## src/rtl/ranger_pkg.sv

```systemverilog
// Shared definitions for the ultrasonic ranger: FSM state encoding,
// the sound round-trip constant and the "no echo" distance code.
package ranger_pkg;

    typedef enum logic [2:0] {
        ST_IDLE,
        ST_TRIG,
        ST_WAIT_RISE,
        ST_MEASURE,
        ST_DONE
    } state_t;

    // Echo round-trip time for one centimetre of range.
    localparam int US_PER_CM = 58;

    // Distance reported when no valid echo was measured.
    localparam logic [15:0] NO_ECHO = 16'hFFFF;

    // Bits needed to hold values 0..max_val (at least one bit).
    function automatic int cnt_width(input int max_val);
        return (max_val < 1) ? 1 : $clog2(max_val + 1);
    endfunction

endpackage

```

## src/rtl/us_tick_gen.sv

```systemverilog
// Microsecond tick generator: one-cycle pulse every CLK_FREQ_HZ/1e6 clocks.
module us_tick_gen
    import ranger_pkg::*;
#(
    parameter int CLK_FREQ_HZ = 24_000_000
) (
    input  logic clk,
    input  logic rst,
    output logic tick
);

    // Clock rates below 1 MHz degenerate to a tick on every cycle.
    localparam int DIV = (CLK_FREQ_HZ / 1_000_000 < 1) ? 1 : CLK_FREQ_HZ / 1_000_000;
    localparam int W   = cnt_width(DIV - 1);
    localparam logic [W-1:0] DIV_LAST = W'(DIV - 1);

    logic [W-1:0] div_reg;

    // Free-running divider that wraps after DIV cycles.
    always_ff @(posedge clk or posedge rst) begin
        if (rst) begin
            div_reg <= '0;
        end else if (div_reg == DIV_LAST) begin
            div_reg <= '0;
        end else begin
            div_reg <= div_reg + 1'b1;
        end
    end

    assign tick = (div_reg == DIV_LAST);

endmodule

```

## src/rtl/ultrasonic_ranger.sv

```systemverilog
// Ultrasonic range finder controller: fires a trigger pulse every period,
// times the returned echo pulse and reports the range in centimetres.
module ultrasonic_ranger
    import ranger_pkg::*;
#(
    parameter int CLK_FREQ_HZ = 24_000_000,
    parameter int TRIG_US     = 10,
    parameter int PERIOD_MS   = 60,
    parameter int TIMEOUT_US  = 30_000
) (
    input  logic        clk,
    input  logic        rst,
    input  logic        echo,
    output logic        trig,
    output logic [15:0] distance,
    output logic        valid,
    output logic        timeout
);

    localparam int PERIOD_TICKS = PERIOD_MS * 1000;
    localparam int PW  = cnt_width(PERIOD_TICKS);
    localparam int TW  = cnt_width(TRIG_US - 1);
    localparam int OW  = cnt_width(TIMEOUT_US - 1);
    localparam int PSW = cnt_width(US_PER_CM - 1);

    localparam logic [PW-1:0]  PERIOD_FULL = PW'(PERIOD_TICKS);
    localparam logic [PW-1:0]  PERIOD_PRE  = PW'(PERIOD_TICKS - 1);
    localparam logic [TW-1:0]  TRIG_LAST   = TW'(TRIG_US - 1);
    localparam logic [OW-1:0]  TMO_LAST    = OW'(TIMEOUT_US - 1);
    localparam logic [PSW-1:0] PS_LAST     = PSW'(US_PER_CM - 1);

    logic tick;

    logic echo_meta_reg, echo_sync_reg, echo_prev_reg;
    logic echo_rise, echo_fall;

    state_t          state_reg;
    logic [PW-1:0]   period_reg;
    logic [TW-1:0]   trig_cnt_reg;
    logic [OW-1:0]   tmo_cnt_reg;
    logic [PSW-1:0]  cm_pre_reg, cm_pre_next;
    logic [15:0]     cm_count_reg, cm_count_next;
    logic            period_hit;

    us_tick_gen #(
        .CLK_FREQ_HZ(CLK_FREQ_HZ)
    ) u_tick (
        .clk (clk),
        .rst (rst),
        .tick(tick)
    );

    // Two-flop synchronizer for echo plus a delayed copy for edge detection.
    always_ff @(posedge clk or posedge rst) begin
        if (rst) begin
            echo_meta_reg <= 1'b0;
            echo_sync_reg <= 1'b0;
            echo_prev_reg <= 1'b0;
        end else begin
            echo_meta_reg <= echo;
            echo_sync_reg <= echo_meta_reg;
            echo_prev_reg <= echo_sync_reg;
        end
    end

    assign echo_rise = echo_sync_reg & ~echo_prev_reg;
    assign echo_fall = ~echo_sync_reg & echo_prev_reg;

    // Period expires on its last tick, or was already reached while busy.
    assign period_hit = (period_reg == PERIOD_FULL) || (tick && (period_reg == PERIOD_PRE));

    // Centimetre accumulation: a tick counts when echo was high in the
    // previous cycle, so the tick of the falling-edge cycle is included.
    always_comb begin
        cm_pre_next   = cm_pre_reg;
        cm_count_next = cm_count_reg;
        if (tick && echo_prev_reg) begin
            if (cm_pre_reg == PS_LAST) begin
                cm_pre_next = '0;
                if (cm_count_reg != NO_ECHO) begin
                    cm_count_next = cm_count_reg + 16'd1;
                end
            end else begin
                cm_pre_next = cm_pre_reg + 1'b1;
            end
        end
    end

    // Measurement sequencer with registered trig/distance/valid/timeout.
    always_ff @(posedge clk or posedge rst) begin
        if (rst) begin
            state_reg    <= ST_IDLE;
            trig         <= 1'b0;
            distance     <= NO_ECHO;
            valid        <= 1'b0;
            timeout      <= 1'b0;
            period_reg   <= '0;
            trig_cnt_reg <= '0;
            tmo_cnt_reg  <= '0;
            cm_pre_reg   <= '0;
            cm_count_reg <= '0;
        end else begin
            valid <= 1'b0;

            // Period counter runs in every state and parks at full scale
            // if the measurement outlasts the period.
            if (tick && (period_reg != PERIOD_FULL)) begin
                period_reg <= period_reg + 1'b1;
            end

            case (state_reg)
                ST_IDLE: begin
                    if (period_hit) begin
                        state_reg    <= ST_TRIG;
                        trig         <= 1'b1;
                        trig_cnt_reg <= '0;
                        period_reg   <= '0;
                    end
                end

                ST_TRIG: begin
                    if (tick) begin
                        if (trig_cnt_reg == TRIG_LAST) begin
                            trig        <= 1'b0;
                            tmo_cnt_reg <= '0;
                            state_reg   <= ST_WAIT_RISE;
                        end else begin
                            trig_cnt_reg <= trig_cnt_reg + 1'b1;
                        end
                    end
                end

                ST_WAIT_RISE: begin
                    if (echo_rise) begin
                        cm_pre_reg   <= '0;
                        cm_count_reg <= '0;
                        tmo_cnt_reg  <= '0;
                        state_reg    <= ST_MEASURE;
                    end else if (tick) begin
                        if (tmo_cnt_reg == TMO_LAST) begin
                            distance  <= NO_ECHO;
                            timeout   <= 1'b1;
                            valid     <= 1'b1;
                            state_reg <= ST_DONE;
                        end else begin
                            tmo_cnt_reg <= tmo_cnt_reg + 1'b1;
                        end
                    end
                end

                ST_MEASURE: begin
                    cm_pre_reg   <= cm_pre_next;
                    cm_count_reg <= cm_count_next;
                    if (echo_fall) begin
                        distance  <= cm_count_next;
                        timeout   <= 1'b0;
                        valid     <= 1'b1;
                        state_reg <= ST_DONE;
                    end else if (tick) begin
                        if (tmo_cnt_reg == TMO_LAST) begin
                            distance  <= NO_ECHO;
                            timeout   <= 1'b1;
                            valid     <= 1'b1;
                            state_reg <= ST_DONE;
                        end else begin
                            tmo_cnt_reg <= tmo_cnt_reg + 1'b1;
                        end
                    end
                end

                ST_DONE: begin
                    state_reg <= ST_IDLE;
                end

                default: begin
                    trig      <= 1'b0;
                    state_reg <= ST_IDLE;
                end
            endcase
        end
    end

endmodule
```

## config.mk

```make
export PLATFORM = sky130hd
export DESIGN_NAME = ultrasonic_ranger
export DESIGN_NICKNAME = d
export VERILOG_FILES = /design/src/rtl/ranger_pkg.sv /design/src/rtl/us_tick_gen.sv /design/src/rtl/ultrasonic_ranger.sv
export SDC_FILE = /design/constraint.sdc
export NUM_CORES = 1
export LEC_CHECK = 0
export ABC_AREA = 1
export CAP_MARGIN = 0
export CORE_MARGIN = 1.5
export CORE_UTILIZATION = 30
export DETAILED_ROUTE_END_ITERATION = 8
export PLACE_DENSITY_LB_ADDON = 0.2
export SYNTH_ARGS = -nofsm -noshare
export SYNTH_HDL_FRONTEND = slang
export SYNTH_HIERARCHICAL = 1
export SYNTH_SLANG_ARGS = --single-unit
```

## constraint.sdc

```tcl
create_clock -name clk -period 3.15 [get_ports clk]
set_input_delay 0.945 -clock clk [delete_from_list [all_inputs] [get_ports clk]]
set_output_delay 0.945 -clock clk [all_outputs]
set_load 0.01 [all_outputs]
```

==> summary.txt <==
Drt
  – DR iter-0 viols: slightly below 300
  – Post-route DRC: 0
  – Final wirelength: between 10000 and 15000 µm
  – Routed Antenna Nets: 0
  – Wire length per cell: 12.5 µm
  – First-pass iteration count of the detailed router: 4
  – Vias per cell: 4.68
  – Vias: around 4400

Timing
  – Final setup TNS: 0 ns
  – RSZ-0062 raised after global routing: false
  – Final Hold Vio Count: 0
  – Worst Skew: 0.00568 ns
  – Min cycle time layout: 2.40 ns
  – Peak Freq: approximately 420 MHz
  – Final setup vio count: 0
  – Least-Margin Pin Slew: around 0.56 ns
  – Max_slew headroom: between 60% and 70%
  – Period utilisation layout: between 70 and 80%
  – Final slew viol count: 0
  – Worst setup margin: around 0.75 ns

Global route
  – Global-route wire length before repair: ~20000 µm
  – Congestion Overflow GR: 0
  – Largest net degree at the start of global routing: around 70
  – Total GRT Usage: around 14%
  – Vias in the first global route: 4254
  – Initial antenna violation count: 0

Floorplan
  – Starting density of the core: between 30% and 40%
  – # rows: 47
  – Die Wd: approximately 130 µm
  – Die ar.: ~18000 µm²
  – I/O Pins: 22
  – Die H: about 130 µm
  – Core ar.: between 15000 and 20000 µm²

Yosys
  – Net count after synthesis: between 600 and 700
  – Yosys warns: 6
  – Yosys reg bits: 87
  – Netlist Area Pre-Place: 5040 µm²
  – Library cells used by synthesis: 43
  – Avg Cell Area, Syn: around 7.4 µm²
  – Synth top area cells: dfrtp_1, nand2_1, dfstp_2
  – Synth top area share: a little over a third
  – Yosys top cell by area: dfrtp_1
  – Mapped Cells: roughly 700
  – Seq/Total Area, Yosys: a little over two fifths

Final layout
  – FF+latch area: between 2000 and 2500 µm²
  – Fill cells: 1760
  – Layout cells sized above 1: roughly 10%
  – Multi-input combinational cell area: 2410 µm²
  – P&R area growth vs syn: 15.1%
  – NumNets Final: about 720
  – Most frequent cells in the layout: nand2_1, inv_1, nor2_1, dfrtp_1, nand3_1
  – Most common cell after layout, fill and taps aside: nand2_1
  – Ant. Diodes: 0

Setup path
  – Critical path's largest stage delay: ~0.56 ns
  – Buf+Inv Stages, Crit Path: 1
  – Critical path class: flip-flop to output port
  – Worst r2r dst: tmo_cnt_reg[4]
  – Critical-path top delay cell: dfstp_2
  – Worst Path Required: 2.20 ns
  – Critical path arrival: 1.45 ns
  – Crit path max-delay family: flip-flops
  – Crit-path max FO: 2
  – Worst Setup Start Kind: flip-flop
  – CP Capture Type: output port
  – Worst R2R Start: u_tick/div_reg[0]
  – R2R Setup Slk: slightly below 0.8 ns
  – Crit-path cells: clkdlybuf4s50_1
  – Reg2Reg Depth: 12

Clock tree
  – Clock latency at the later pin of the worst-skew pair: approximately 0.35 ns
  – Max Buffers Root-to-Sink: 2
  – Resize count post-CTS: 0
  – Clock transition at path regs: about 0.06 ns
  – Cts bufs inserted: 9
  – Root buf cell: clkbuf_16
  – CTS HTree Levels: 3
  – Clk sinks: a little under 90
  – CTS tree: done
  – Setup Buffers After CTS: 0
  – Hold_buf cts: 0

Run
  – Max cap viols: 0

Power
  – Pwr Density: a little under 400 nW/µm²
  – Peak VDD IR: between 200 and 300 µV
  – P_leak: approximately 0.0026 µW

Outcome
  – Outcome: completed

Placed design
  – Post-DP HPWL: 8480 µm
  – PortBufs: 21
  – Dpl ws: ~0.77 ns
  – Placer Congestion: approximately 0.85

Hold path
  – Hold path depth: 0
  – Hold path endpoint: echo_sync_reg
  – Worst Hold Class: flip-flop to flip-flop
  – Hold_sp: echo_meta_reg
==> routing by layer <==
layer / global-route usage [%] / wire, µm / vias to the layer above
met3: 4.37 / 465 / 7
met5: 0 / 0 / -
met1: 19.1 / 5710 / 2077
met2: 23.4 / 5370 / 62
li1: - / - / 2230
met4: 3.54 / 116 / 0
==> synthesized netlist by cell type (all sizes together) <==
cell type	number
a31oi	2
nand2	187
inv	98
a21oi	19
xnor2	5
o21bai	2
o21ai	40
a22oi	2
xor2	8
and2	1
or2	5
a211oi	2
nor3b	1
o21a	1
dfstp	16
o211ai	2
nor3	18
ha	9
nand3b	2
nand4	14
buf	8
a21boi	1
nor4	2
o22ai	2
nor2	95
dfrtp	71
clkinv	1
nand3	69
==> worst max-delay path by stage <==
stage,cells after the start,endpoint,from
4_1_cts,1,distance[14],distance[14]
3_3_place_gp,10,tmo_cnt_reg[4],u_tick/div_reg[0]
2_1_floorplan,1,cm_count_reg[0],rst
6_report,1,distance[14],distance[14]
5_1_grt,12,tmo_cnt_reg[4],u_tick/div_reg[0]
3_5_place_dp,10,tmo_cnt_reg[4],u_tick/div_reg[0]
==> per-stage QoR <==
step	utilization, %	std cells	hold slack [ns]	area, µm²	power [µW]
2_1_floorplan	-	683	0.331	5040	1160
3_3_place_gp	33.3	920	0.336	5510	1170
3_5_place_dp	33.3	920	0.335	5510	1170
4_1_cts	35.1	936	0.350	5800	2290
5_1_grt	35.1	936	0.373	5800	2340
6_report	35.1	936	0.349	5800	2230
==> layout make-up <==
class                      instances  share of cell area [%]
multi-input combinational        489                    41.5
sequential                        87                    37.9
inverter                          99                    6.42
tap                              220                    4.74
timing repair buffer              25                    4.35
clock buffer                       9                    3.88
clock inverter                     7                    1.23
==> kinds of logic after synthesis <==
group | Yosys count | synth area share (%)
xor+xnor | 13 | 2.26
compound gates | 73 | 8.28
flops | 87 | 43.6
buf+inv | 107 | 8.68
simple gates | 394 | 35.0
fa+ha+maj | 9 | 2.23
==> where the power goes <==
part	leakage [µW]	switching (µW)	internal [µW]	total, µW
Combinational	0.00136	24.9	5.44	30.4
Sequential	0.00114	1.43	1120	1120
Clock	0.000138	468	614	1080
Total	0.00264	494	1740	2230
No activity file was read; power rests on OpenSTA's default activity.
